==> config.mk <==
export PLATFORM = sky130hd
export DESIGN_NAME = frame_write_arbiter
export DESIGN_NICKNAME = d
export VERILOG_FILES = /design/src/rtl/veggie_fb_pkg.sv /design/src/rtl/rr_arbiter.sv /design/src/rtl/frame_write_arbiter.sv
export SDC_FILE = /design/constraint.sdc
export NUM_CORES = 1
export LEC_CHECK = 0
export CAP_MARGIN = 20
export CORE_MARGIN = 2
export CORE_UTILIZATION = 46
export DETAILED_ROUTE_END_ITERATION = 10
export PLACE_DENSITY = 0.87
export SLEW_MARGIN = 40
export SYNTH_ARGS = -nofsm -noshare
export SYNTH_HDL_FRONTEND = slang
export SYNTH_SLANG_ARGS = --single-unit
export TNS_END_PERCENT = 1
==> constraint.sdc <==
create_clock -name Clk -period 7.5 [get_ports Clk]
set_input_delay 1.5 -clock Clk [delete_from_list [all_inputs] [get_ports Clk]]
set_output_delay 1.5 -clock Clk [all_outputs]
set_load 0.02 [all_outputs]
==> src/rtl/veggie_fb_pkg.sv <==
// Shared frame-buffer geometry and types for the frame writer and frame displayer.
package veggie_fb_pkg;
   localparam int H_RES_DEF = 640;
   localparam int V_RES_DEF = 480;
   localparam int FB_DEPTH  = 307200;
   localparam int FB_ADDR_W = 19;
   localparam int COLOR_W   = 8;
   localparam int COORD_W   = 10;

   typedef enum logic {ARB = 1'b0, CLEAR = 1'b1} fwa_state_t;
endpackage

==> src/rtl/rr_arbiter.sv <==
// Combinational round-robin pick: first set request at or above the pointer, wrapping.
module rr_arbiter #(
   parameter  int N     = 4,
   localparam int IDX_W = (N > 1) ? $clog2(N) : 1
) (
   input  logic [N-1:0]     i_req,
   input  logic [IDX_W-1:0] i_ptr,
   output logic [N-1:0]     o_gnt,
   output logic [IDX_W-1:0] o_idx,
   output logic             o_valid
);

   always_comb begin
      int               w_j;
      logic [IDX_W-1:0] w_j_idx;
      w_j     = 0;
      w_j_idx = '0;
      o_gnt   = '0;
      o_idx   = '0;
      o_valid = 1'b0;
      for (int k = 0; k < N; k++) begin
         w_j = int'(i_ptr) + k;
         if (w_j >= N) w_j = w_j - N;
         w_j_idx = IDX_W'(w_j);
         if (!o_valid && i_req[w_j_idx]) begin
            o_valid        = 1'b1;
            o_gnt[w_j_idx] = 1'b1;
            o_idx          = w_j_idx;
         end
      end
   end

endmodule

==> src/rtl/frame_write_arbiter.sv <==
// Owns the frame-buffer write port: round-robin pixel writers plus a full-frame clear engine.
module frame_write_arbiter
   import veggie_fb_pkg::*;
#(
   parameter int N_REQ = 4,
   parameter int H_RES = H_RES_DEF,
   parameter int V_RES = V_RES_DEF
) (
   input  logic                       Clk,
   input  logic                       Reset,
   input  logic [N_REQ-1:0]           req,
   input  logic [N_REQ*COORD_W-1:0]   req_x,
   input  logic [N_REQ*COORD_W-1:0]   req_y,
   input  logic [N_REQ*COLOR_W-1:0]   req_color,
   output logic [N_REQ-1:0]           gnt,
   input  logic                       clear_start,
   input  logic [COLOR_W-1:0]         clear_color,
   output logic                       clear_busy,
   output logic                       drop,
   output logic [FB_ADDR_W-1:0]       frame_wraddress,
   output logic [COLOR_W-1:0]         frame_data,
   output logic                       frame_we
);

   localparam int IDX_W = (N_REQ > 1) ? $clog2(N_REQ) : 1;
   localparam int CW1   = COORD_W + 1;
   localparam logic [CW1-1:0]       X_LIM     = CW1'(H_RES);
   localparam logic [CW1-1:0]       Y_LIM     = CW1'(V_RES);
   localparam logic [FB_ADDR_W-1:0] LAST_ADDR = FB_ADDR_W'(H_RES * V_RES - 1);

   fwa_state_t             r_state, w_state_nxt;
   logic [IDX_W-1:0]       r_ptr;
   logic [FB_ADDR_W-1:0]   r_cnt;
   logic [COLOR_W-1:0]     r_clear_color;
   logic                   r_we, r_drop;
   logic [FB_ADDR_W-1:0]   r_addr;
   logic [COLOR_W-1:0]     r_data;

   logic [N_REQ-1:0]       w_gnt;
   logic [IDX_W-1:0]       w_idx;
   logic                   w_valid;
   logic                   w_arb_en, w_clear_go, w_grant_fire;
   logic [COORD_W-1:0]     w_sel_x, w_sel_y;
   logic [COLOR_W-1:0]     w_sel_color;
   logic [FB_ADDR_W-1:0]   w_x_ext, w_y_ext, w_addr;
   logic                   w_in_range;

   rr_arbiter #(.N(N_REQ)) u_rr (
      .i_req   (req),
      .i_ptr   (r_ptr),
      .o_gnt   (w_gnt),
      .o_idx   (w_idx),
      .o_valid (w_valid)
   );

   // clear_start wins over pending requests; reset also masks any grant.
   always_comb begin
      w_state_nxt = r_state;
      w_arb_en    = 1'b0;
      w_clear_go  = 1'b0;
      case (r_state)
         ARB: begin
            if (clear_start) begin
               w_clear_go  = 1'b1;
               w_state_nxt = CLEAR;
            end else begin
               w_arb_en = !Reset;
            end
         end
         CLEAR: begin
            if (r_cnt == LAST_ADDR) w_state_nxt = ARB;
         end
         default: w_state_nxt = ARB;
      endcase
   end

   assign gnt          = w_arb_en ? w_gnt : '0;
   assign w_grant_fire = w_arb_en && w_valid;

   always_comb begin
      w_sel_x     = '0;
      w_sel_y     = '0;
      w_sel_color = '0;
      for (int i = 0; i < N_REQ; i++) begin
         if (w_gnt[i]) begin
            w_sel_x     = req_x[i*COORD_W +: COORD_W];
            w_sel_y     = req_y[i*COORD_W +: COORD_W];
            w_sel_color = req_color[i*COLOR_W +: COLOR_W];
         end
      end
   end

   assign w_x_ext    = {{(FB_ADDR_W-COORD_W){1'b0}}, w_sel_x};
   assign w_y_ext    = {{(FB_ADDR_W-COORD_W){1'b0}}, w_sel_y};
   assign w_in_range = ({1'b0, w_sel_x} < X_LIM) && ({1'b0, w_sel_y} < Y_LIM);

   // 640 = 512 + 128, so the row offset needs no multiplier.
   generate
      if (H_RES == 640) begin : g_shift_add
         assign w_addr = (w_y_ext << 9) + (w_y_ext << 7) + w_x_ext;
      end else begin : g_mul
         assign w_addr = w_y_ext * FB_ADDR_W'(H_RES) + w_x_ext;
      end
   endgenerate

   always_ff @(posedge Clk) begin
      if (Reset) begin
         r_state       <= ARB;
         r_ptr         <= '0;
         r_cnt         <= '0;
         r_clear_color <= '0;
         r_we          <= 1'b0;
         r_drop        <= 1'b0;
         r_addr        <= '0;
         r_data        <= '0;
      end else begin
         r_state <= w_state_nxt;
         r_we    <= 1'b0;
         r_drop  <= 1'b0;
         if (w_clear_go) begin
            r_cnt         <= '0;
            r_clear_color <= clear_color;
         end else if (r_state == CLEAR) begin
            r_we   <= 1'b1;
            r_addr <= r_cnt;
            r_data <= r_clear_color;
            r_cnt  <= r_cnt + 1'b1;
         end else if (w_grant_fire) begin
            r_ptr <= (w_idx == IDX_W'(N_REQ - 1)) ? '0 : w_idx + 1'b1;
            if (w_in_range) begin
               r_we   <= 1'b1;
               r_addr <= w_addr;
               r_data <= w_sel_color;
            end else begin
               r_drop <= 1'b1;
            end
         end
      end
   end

   assign clear_busy      = (r_state == CLEAR);
   assign drop            = r_drop;
   assign frame_we        = r_we;
   assign frame_wraddress = r_addr;
   assign frame_data      = r_data;

endmodule
# Yosys cells after proc, flatten, opt, wreduce, memory -nomap -nowiden
# Cells that the tools add are included.
[classes]
add_sub_neg = 11
magnitude_cmp = 14
eq_ne = 2
muxes = 62
bitwise_logic = 6
reduce_logical = 19
[ops]
columns = ["op", "n"]
rows = [
  ["$mux 10", 8],
  ["$mux 19", 3],
  ["$mux 8", 7],
  ["$mux 1", 21],
  ["$mux 4", 5],
  ["$add 19x1->19 const B", 1],
  ["$add 19x10->19", 1],
  ["$add 19x17->19", 1],
  ["$eq 19x19->1 const B", 1],
  ["$mux 2", 9],
  ["$lt 2x3->1 const B", 4],
  ["$or 4x4->4", 3],
  ["$lt 10x10->1 const B", 1],
  ["$lt 10x9->1 const B", 1],
  ["$ge 3x3->1 const B", 3],
  ["$logic_and 1x1->1", 9],
  ["$bmux 1 s2", 4],
  ["$demux 1 s2", 4],
  ["$ge 2x1->1 const B", 4],
  ["$sub 2x1->2 const B", 4],
  ["$add 2x2->3 const B", 2],
  ["$reduce_and 3->1", 2],
  ["$logic_not 1->1", 4],
  ["$reduce_bool 2->1", 2],
  ["8 further kinds", 10],
]
[totals]
regBits = 59

# Longest topological paths before layout
[logic_depth]
word_depth = 23
ltp_mapped = 26
ltp_nobuf = 21

# By module
# From an unflattened synthesis, not the netlist that was laid out.
[hier_totals]
cells_unflattened = 538
hier_area_um2 = 4339.2
[by_module_without_submodules]
columns = ["module", "instances", "cells_per_inst", "area_per_inst_um2", "seq_area_each_um2"]
rows = [
  ["frame_write_arbiter", 1, 493, 3917.5, 1181.1],
  ["rr_arbiter", 1, 45, 421.7, 0.0],
]

# Worst setup path after synthesis
# Ideal clock, no wire load.
[synth_timing]
path_kind = "input port to flip-flop"
start = "in req[2]"
end = "reg r_addr[18] (netlist: frame_wraddress[18])"
setup_ns = 0.119
t_arrival_ns = 6.211
slack_ns = 1.170
path_stages = 20
path_buffers = 2
path_cell_list = "mux4_2 > buf_2 > nor4_1 > a211oi_1 > a311oi_4 > clkbuf_1 > a221o_1 > o21ai_0 > o21ai_0 > fa_1 > fa_1 > a21o_1 > a21oi_1 > o21bai_1 > a21oi_1 > o21bai_1 > a21oi_1 > o21ai_0 > xor2_1 > o221a_2"
[synth_via]
elab_chain_cells = 21
word_cells_on_any_way = 45
cone_classes = "2 x add/sub; 2 x order compare; 27 x mux; 3 x bitwise; 11 x reduce/logical"
[synth_rtl]
columns = ["element", "line", "source"]
rows = [
  ["start, declared", "frame_write_arbiter.sv:11", "input logic [N_REQ-1:0] req,"],
  ["$bmux 1 s2", "rr_arbiter.sv:25", "if (!o_valid && i_req[w_j_idx]) begin"],
  ["$mux 1 (implied by the code)", "rr_arbiter.sv:25", ""],
  ["$mux 1", "rr_arbiter.sv:25", ""],
  ["$logic_not 1->1", "rr_arbiter.sv:25", ""],
  ["$logic_and 1x1->1", "rr_arbiter.sv:25", ""],
  ["$mux 1", "rr_arbiter.sv:25", ""],
  ["$logic_not 1->1", "rr_arbiter.sv:25", ""],
  ["$logic_and 1x1->1", "rr_arbiter.sv:25", ""],
  ["[2 not listed]", "-", ""],
  ["$logic_and 1x1->1", "rr_arbiter.sv:25", ""],
  ["$mux 4", "rr_arbiter.sv:25", ""],
  ["$mux 10 (4 in series)", "frame_write_arbiter.sv:85", "if (w_gnt[i]) begin"],
  ["$add 19x17->19", "frame_write_arbiter.sv:100", "assign w_addr = (w_y_ext << 9) + (w_y_ext << 7) + w_x_ext;"],
  ["$add 19x10->19", "frame_write_arbiter.sv:100", ""],
  ["$mux 19", "frame_write_arbiter.sv:130", "if (w_in_range) begin"],
  ["$mux 19", "frame_write_arbiter.sv:128", "end else if (w_grant_fire) begin"],
  ["$mux 19", "frame_write_arbiter.sv:123", "end else if (r_state == CLEAR) begin"],
  ["end signal, assigned", "frame_write_arbiter.sv:125", "r_addr <= r_cnt;"],
  ["end signal, assigned", "frame_write_arbiter.sv:132", "r_addr <= w_addr;"],
  ["end, declared", "frame_write_arbiter.sv:36", "logic [FB_ADDR_W-1:0] r_addr;"],
]
# Several ways; a longest one is shown, not always the timed one. The select of a mux whose other input is x is not followed.
# A chain may end at the register's enable or synchronous reset.

# Worst setup path after layout
[layout_timing]
start = "in req[0]"
end = "reg r_addr[18] (netlist: frame_wraddress[18])"
# Same word-level chain as after synthesis.

==> results by group <==
STA
  • Period minus WS final: 6.89 ns
  • Final WS setup: 0.614 ns
  • Final Skew: 0.00605 ns
  • Setup Total Neg Slack: 0 ns
  • Fin. Hold Viols: 0
  • Achievable Freq: 0.145 GHz
  • Actual slew at the worst max-slew pin: 0.705 ns
  • Setup violators final: 0
  • Slew HR: 52.8%
  • Fin. max-slew vios: 0
  • RSZ-0062 raised after global routing: false
  • Final period util: 91.8%
  • WHS: 0.461 ns

Place
  • Placed cell area: 0.00622 mm^2
  • Setup slack at placement: 0.281 ns
  • Gpl congestion: 0.953
  • # port buffers: 160
  • DPL Wire Length: 11400 um

Final layout
  • N_diodes: 0
  • Post-route design area: 0.00639 mm^2
  • Share of cells above drive strength 1: 6.83%
  • Fillers: 823
  • Area grow syn2layout: 39.9%
  • Utilization after layout: 66.0%
  • Final net count: 868

Die
  • IO Pins: 161
  • Row count: 36
  • Die area: 0.0107 mm^2
  • Die width: 104 um
  • Initial Util: 47.2%
  • Die height: 104 um
  • Core area: 0.00968 mm^2

Run status
  • Status: finished, final reports clean

Global route
  • Largest net degree at the start of global routing: 43
  • Number of global-route vias before repair: 5213
  • Initial antenna violation count: 0
  • Total track usage: 28.0%
  • First-pass GRT wire length: 24900 um
  • Congestion Overflow GR: 0

Route
  • DR WL/cell: 17.6 um
  • Wire length on met2: 7580 um
  • Routed wl met3: 973 um
  • Via Count: 5087
  • Max Used Layer: met4
  • DRT met1 WL: 5950 um
  • Post-Route WL: 15000 um
  • Via-to-Cell Ratio: 5.98
  • DRC: 0
  • 1st-iter DRT viols: 341
  • Antenna-violating nets left: 0
  • DR pass1 iterations: 5

Clock network
  • Hold_buf cts: 0
  • Skew-Pair Late Insertion Delay: 0.35 ns
  • H-Tree Depth: 3
  • TritonCTS buffer count: 9
  • Clock Sinks: 59
  • TritonCTS clock tree: built
  • Root buffer cell: clkbuf_8
  • Clk pin slew, worst setup/hold paths: 0.06 ns
  • CTS Buffer Depth: 2
  • Post-CTS Resized: 0
  • Number of setup buffers added after CTS: 0

Yosys
  • Ranking of synthesized cells by area: dfxtp_1 26%, ha_1 7.4%, o21ai_0 6.0%, nand2_1 6.0%, a221oi_1 4.2%
  • Synthesized area: 0.00457 mm^2
  • Synth top area share: 25.9%
  • Yosys top cell by area: dfxtp_1
  • Synthesized Nets: 735
  • Synth Area per Inst: 7.89 um^2
  • Mapped Cells: 579
  • Synth Warn #: 0
  • EDFF count, synth: 0
  • Post-synthesis sequential area ratio: 25.9%
  • Async S/R FF share, synth: 0%
  • Top_reg_cell synth: dfxtp_1
  • Register bit count reported by yosys: 59
  • Synth cell types: 67

Setup path
  • Worst r2r path cells: 21
  • Setup Crit Path Kind: in -> reg
  • Setup slack, reg-to-reg: 1.08 ns
  • Startpoint types: input pin
  • CP arrival: 7.12 ns
  • Crit path max fanout: 14
  • Worst EP required: 7.74 ns
  • CP endpoint kind: register

Pwr
  • VDD IR-drop max: 0.000132 V
  • Leak Pwr: 0.00227 uW
  • Cell area power density: 255 mW/mm^2

Run
  • # Max-Cap Violations: 0

Min path
  • HP Class: reg -> reg
  • WHS Path Cells: 2
==> per-layer routing <==
layer	global-route usage [%]	vias to the layer above
li1	-	2434
met1	32.2	2385
met4	10.4	0
met3	7.11	45
met2	50.0	223
met5	0	-
==> through the flow <==
stage          power (uW)  cells
2_1_floorplan        1090    579
3_3_place_gp         1320    834
3_5_place_dp         1370    834
4_1_cts              1630    850
5_1_grt              1760    850
6_report             1630    850
==> report_power, final <==
group / total [uW] / internal (uW) / switching (uW)
Combinational: 1020 / 437 / 584
Sequential: 352 / 338 / 14.2
Clock: 257 / 137 / 120
Total: 1630 / 912 / 718
==> critical path, cell delays in order <==
cell and delay [ns]:
clkdlybuf4s50_1 0.61, mux4_2 0.68, or3_1 0.38, a211oi_1 0.41, a2111o_1 0.40, a221o_1 0.17
o21ai_0 0.08, o21ai_0 0.32, fa_1 0.51, fa_1 0.49, a21o_1 0.20, a21oi_1 0.22
o21bai_1 0.09, a21oi_1 0.22, o21bai_1 0.08, a21oi_1 0.22, o21ai_0 0.15, xor2_1 0.16
o221a_2 0.25
==> layout make-up <==
type	count	area, um^2	area share [%]
repair buffers	173	1700	26.6
inverters	21	78.8	1.23
multi-input cells	448	3090	48.4
well taps	133	166	2.60
clock buffers	14	163	2.55
clock inverters	2	10.0	0.157
flip-flops and latches	59	1180	18.5
==> cell usage after synthesis (3+ instances only) <==
cell / n
o31ai_1: 3
ha_1: 27
buf_2: 5
nor4_1: 18
o21ai_0: 55
nand3_1: 6
o32ai_1: 14
nor3b_1: 4
a211oi_1: 3
xor2_1: 6
o221a_2: 3
clkbuf_1: 36
o21bai_1: 4
or2_2: 3
dfxtp_1: 59
nor2_1: 36
mux4_2: 3
o211a_1: 5
a221oi_1: 22
o21ai_1: 9
buf_1: 4
a21o_1: 3
a31oi_1: 16
xnor2_1: 22
inv_1: 21
and3_1: 4
buf_6: 5
nand4_1: 11
mux2i_1: 4
a221o_1: 7
a21oi_1: 35
or3_1: 4
nand2_1: 73
nor3_1: 6
==> path summary, 6_finish.rpt <==
check,start,to
min,r_clear_color[1],r_clear_color[1]
max,req[0],frame_wraddress[18]
min reg2reg,r_clear_color[1],r_clear_color[1]
max reg2reg,register,frame_wraddress[18]
==> flip-flops by register name, summed over array words and instances (netlist names), named ones only <==
signal and flops:
frame_wraddress 19, frame_data 8, clear_busy 1, r_cnt 19, frame_we 1, r_ptr 1
r_clear_color 8, drop 1
==> kinds of logic (layout without fill, tap and decap cells) <==
family | after synthesis | in the layout | synth area share, %
buf+inv | 72 | 210 | 6.96
mux | 11 | 11 | 3.67
compound gates | 203 | 203 | 31.6
fa+ha+maj | 29 | 29 | 8.27
xor+xnor | 28 | 28 | 5.37
simple gates | 177 | 177 | 18.3
flops | 59 | 59 | 25.9
==> cell usage in the layout, fill, tap and decap left out, types with 13 or more instances in the layout <==
cell,n
a21oi_1,35
a221oi_1,21
a31oi_1,16
buf_4,13
clkdlybuf4s50_1,160
dfxtp_1,59
ha_1,27
inv_1,21
nand2_1,73
nor2_1,36
nor4_1,18
o21ai_0,55
o32ai_1,14
xnor2_1,22
No activity file was read; power rests on OpenSTA's default activity.
==> patch 1: new RTL, config.mk and constraints unchanged <==
Change the parameter `N_REQ` from 4 to 2.
--- a/src/rtl/frame_write_arbiter.sv
+++ b/src/rtl/frame_write_arbiter.sv
@@ -2,7 +2,7 @@
 module frame_write_arbiter
    import veggie_fb_pkg::*;
 #(
-   parameter int N_REQ = 4,
+   parameter int N_REQ = 2,
    parameter int H_RES = H_RES_DEF,
    parameter int V_RES = V_RES_DEF
 ) (
Interface: changed (5 resized); port bits go from 161 to 101. The function was not compared with the original's and may differ.
==> patch 1 against the unedited design <==
Sequential cell count fell by 1; final cell count shrank 32%; via count down 34%; clock power is 25% higher; largest cell class unchanged; setup slack gained 1.6 ns; routed wire length shrank 34%; synthesized cell count is 34% lower; power decreased by 45%; non-clock buffer count is 67 lower; critical path depth down 14; synthesized area is 26% lower; sequential power down 5%; largest power group is now sequential cells; final area is 27% lower.
==> patch 1: results (changes against the unedited design) <==
Parameter                              Value

Routing
  Total iterations of the first detailed-routing run ... 5 (unchanged)
  WL final ... 9920 um (-34%)
  Per-cell via count in the routed design ... 5.81 (-2.9%)
  Number of design-rule violations left by the first detailed-router iteration ... 277 (-19%)

Place
  Inst Count DP ... 564 (-32%)
  Sum of net half-perimeters after detailed placement ... 7320 um (-36%)
  Number of input and output port buffers inserted ... 100 (-38%)
  Placed cell area ... 4450 um2 (-28%)
  Global placer's final weighted congestion ... 0.893 (-6.3%)

GRT
  First-pass GRT wire length ... 16,500 um (-34%)
  Pin count of the biggest net entering global routing ... 42 (-2.3%)
  Gr usage total ... 24.9% (-3.1 points)
  Initial antenna violation count ... 0 (unchanged)
  Vias in the first global route ... 3,340 (-36%)

STA
  Clock Skews ... 0.00697 ns (+0.000921 ns)
  Worst-case headroom to the max-slew limit ... 50.8% (-2.0 points)
  Final setup fails ... 0 (unchanged)
  Total negative setup slack ... 0 ns (unchanged)

Synth
  Number of distinct library cells after synthesis ... 52 (-22%)
  Syn. warnings ... 0 (unchanged)
  Synthesized Nets ... 475 (-35%)
  Proportion of synthesized flip-flops having asynchronous set or reset ... 0% (unchanged)
  Dominant cells by area after synthesis ... sky130_fd_sc_hd__dfxtp_1, sky130_fd_sc_hd__ha_1, sky130_fd_sc_hd__o221a_1
  Syn_area_per_cell ... 8.84 um2 (+12%)
  Proportion of synthesized chip area in sequential cells ... 34.2% (+8.3 points)
  Most frequently used flop master after synthesis ... sky130_fd_sc_hd__dfxtp_1
  Most frequent cells after synthesis ... sky130_fd_sc_hd__dfxtp_1, sky130_fd_sc_hd__a21oi_1, sky130_fd_sc_hd__nand2_1, sky130_fd_sc_hd__inv_1, sky130_fd_sc_hd__nor2_1

CTS
  Clock transition at the register clock pins on the worst setup and hold paths after CTS ... 0.07 ns
  Root Driver ... sky130_fd_sc_hd__clkbuf_8
  Postcts setup bufs ... 0 (unchanged)
  H-tree depth ... 3 (unchanged)
  Maximum buffer depth of the clock tree ... 2 (unchanged)
  Clock latency at the later pin of the worst-skew pair ... 0.34 ns
  Post-cts gate resize count ... 0 (unchanged)
  Num CTS Buffers ... 9 (unchanged)

Final layout
  Antenna diode instance count ... 0 (unchanged)
  Number of standard cells in the final layout excluding fillers ... 581 (-32%)
  Share of post-route cells with drive strength above 1 ... 6.22% (-0.61 points)
  Number of nets in the final layout ... 568 (-35%)

Power and ir drop
  Leakage power figure ... 1.78 nW (-22%)
  IR drop worst, VDD ... 124 uV (-6.3%)

Status
  Run status ... finished, final reports clean

Hold path
  Worst min-delay path class ... flop to flop

Critical path
  Largest fanout of any net on the critical path ... 15 (+1)
patch 1: changes by cell type in the layout (fill, tap and decap cells not counted), sizes merged, moves of 7 or more:
cell / delta
clkdlybuf4s50: -60
nor2: -13
o32ai: -14
buf: -7
nand2: -43
a221o: -7
o221a: +15
a31oi: -13
o21ai: -61
nor4: -16
a22o: +18
xnor2: -8
a221oi: -21
patch 1: cell families (layout without fill, tap and decap cells):
logic type / Yosys count / after routing / synth area share [%]
AO/OA/AOI/OAI: 134 / 134 / 31.4
adder cells (fa/ha/maj): 22 / 22 / 8.33
multiplexers: 2 / 2 / 0.590
flip-flops: 58 / 58 / 34.2
buffers and inverters: 50 / 148 / 6.34
AND/OR/NAND/NOR: 95 / 95 / 13.3
XOR/XNOR: 23 / 23 / 5.93
patch 1: stage by stage:
stage          utilization [%]  setup WS [ns]
2_1_floorplan                -           3.20
3_3_place_gp              61.5           2.27
3_5_place_dp              61.7           2.11
4_1_cts                   64.7           2.18
5_1_grt                   65.0           2.02
6_report                  65.0           2.17
patch 1: final cells by class:
class | instances | area (um2)
Inverter | 26 | 97.6
Sequential cell | 58 | 1160
Fill cell | 600 | 2530
Clock inverter | 5 | 77.6
Multi-Input combinational cell | 276 | 2030
Tap cell | 99 | 124
Timing Repair Buffer | 106 | 1050
Clock buffer | 11 | 141
patch 1: where the power goes:
group / total [mW] / switching, mW / internal [mW]
sequential: 0.333 / 0.00930 / 0.324
combinational: 0.240 / 0.123 / 0.117
clock: 0.321 / 0.126 / 0.195
patch 1: final timing paths:
kind              slack [ns]             endpoint              from  depth (start not counted)
hold / removal          0.46     r_clear_color[4]  r_clear_color[4]                          2
setup reg to reg        4.06  frame_wraddress[16]              flop                         11
hold reg to reg         0.46     r_clear_color[4]  r_clear_color[4]                          2
setup / recovery        2.17               gnt[0]            req[1]                          5
patch 1: routing by layer:
metal / up-vias / wire [um] / global-route usage [%]
met5: - / 0 / 0
met3: 20 / 657 / 6.87
met4: 0 / 170 / 7.05
met2: 129 / 4850 / 41.6
li1: 1629 / - / -
met1: 1599 / 4250 / 31.6
patch 1: critical path, stage by stage:
cell	delay, ns
sky130_fd_sc_hd__clkdlybuf4s50_1	0.64
sky130_fd_sc_hd__a21boi_2	0.61
sky130_fd_sc_hd__buf_4	0.33
sky130_fd_sc_hd__and2_1	0.15
sky130_fd_sc_hd__clkdlybuf4s50_1	0.59
==> patch 2: new RTL, same settings <==
Made on the original files. Reset style: asynchronous (`Reset`), changed in one clocked block.
--- a/src/rtl/frame_write_arbiter.sv
+++ b/src/rtl/frame_write_arbiter.sv
@@ -103,7 +103,7 @@
       end
    endgenerate
 
-   always_ff @(posedge Clk) begin
+   always_ff @(posedge Clk or posedge Reset) begin
       if (Reset) begin
          r_state       <= ARB;
          r_ptr         <= '0;
Function: differs if Reset is asserted again (counterexample within 4 cycles, from zero or initial values and one cycle with Reset high); with Reset held inactive, the same outputs for 4 cycles.
==> patch 2 against the unedited design <==
Power rose by 11%; sequential cell count stayed put; final cell count down 4.2%; synthesized area rose by 3.9%; sequential power grew 24%; register-to-register slack improved by 0.05 ns; final area up 3.1%; global-route usage is 0.89 points lower; clock power down 4%; count of clock-buffer cells in the layout decreased by 4; setup slack improved by 0.029 ns; routed wire length grew 1.6%; sequential share of layout area increased by 3.9 points; utilization fell by 1.3 points.
==> patch 2: results (changes against the unedited design) <==
Parameter                              Value

Synth
  Compound-gate portion of the synthesized area ... 28.3% (-3.2 points)
  Xor and xnor area share after synthesis ... 2.03% (-3.3 points)
  Synthesized Nets ... 684 (-6.9%)
  Proportion of synthesized flip-flops having asynchronous set or reset ... 100% (+100 points)
  Proportion of synthesized chip area in sequential cells ... 31.1% (+5.3 points)
  Dominant cells by area after synthesis ... sky130_fd_sc_hd__dfrtp_1, sky130_fd_sc_hd__ha_1, sky130_fd_sc_hd__nand2_1
  Synthesized-area fraction occupied by adder cells ... 7.96% (-0.31 points)
  Most frequent cells after synthesis ... sky130_fd_sc_hd__nand2_1, sky130_fd_sc_hd__dfrtp_1, sky130_fd_sc_hd__nor2_1, sky130_fd_sc_hd__nand3_1, sky130_fd_sc_hd__inv_1
  Mux cell area share after synthesis ... 6.01% (+2.3 points)
  Cells after Synth ... 528 (-8.8%)
  Number of distinct library cells after synthesis ... 64 (-4.5%)
  Most frequently used flop master after synthesis ... sky130_fd_sc_hd__dfrtp_1

Hold path
  Hold path start ... r_clear_color[5]
  Hold Path Sink ... r_clear_color[5]

Place
  Sum of net half-perimeters after detailed placement ... 11,800 um (+3.3%)
  Dpl ws ... 0.373 ns (+0.0914 ns)
  Placed cell area ... 6410 um2 (+3.1%)

Power and ir drop
  Net switching share of the total power ... 44.7% (+0.67 points)
  Leakage power figure ... 2.74 nW (+21%)

Routing
  Met2 wire length ... 6960 um (-8.1%)
  Per-cell via count in the routed design ... 5.88 (-1.8%)
  Met1 routed wirelength after detailed routing ... 6760 um (+14%)
  WL/cell ... 18.7 um (+6.1%)

Final layout
  Share of post-route cells with drive strength above 1 ... 10.5% (+3.6 points)
  Number of nets in the final layout ... 829 (-4.5%)

STA
  Clock Skews ... 0.00930 ns (+0.00325 ns)
  Worst Max-Slew Pin Slew ... 0.727 ns (+0.0219 ns)
  Min Clock Period, post-route ... 6.86 ns (-0.0286 ns)

GRT
  First-pass GRT wire length ... 24,100 um (-3.0%)
  Pin count of the biggest net entering global routing ... 60 (+40%)

Status
  Run status ... finished, final reports clean

Critical path
  Setup slack of the most critical reg-to-reg path ... 1.13 ns (+0.05 ns)
  Largest fanout of any net on the critical path ... 13 (-1)
  Reg-to-reg critical path endpoint ... frame_wraddress[18]
  Cell depth of the worst flop-to-flop path ... 20 (-4.8%)
  Worst stage delay on the critical path ... 0.63 ns (-0.05 ns)
==> patch 2: layout make-up <==
| cell class | count | area [um2] | area share [%] |
|---|---|---|---|
| Clock inverter | 6 | 42.5 | 0.646 |
| Clock buffer | 10 | 128 | 1.94 |
| Tap cell | 136 | 170 | 2.58 |
| Sequential cell | 59 | 1480 | 22.4 |
| Inverter | 29 | 109 | 1.65 |
| Timing Repair Buffer | 172 | 1690 | 25.7 |
| Multi-Input combinational cell | 402 | 2970 | 45.1 |
==> patch 2: power groups by stage <==
stage          Clock (mW)  Sequential, mW  Combinational [mW]
2_1_floorplan           0           0.461               0.745
3_3_place_gp            0           0.435                1.07
3_5_place_dp            0           0.441                1.09
4_1_cts             0.251           0.437                1.11
5_1_grt             0.266           0.446                1.23
6_report            0.247           0.438                1.12
==> patch 2: per-layer routing <==
layer | GRT usage (%) | vias up
li1 | - | 2270
met1 | 38.5 | 2281
met2 | 42.2 | 213
met3 | 5.38 | 22
met4 | 7.52 | 0
met5 | 0 | -
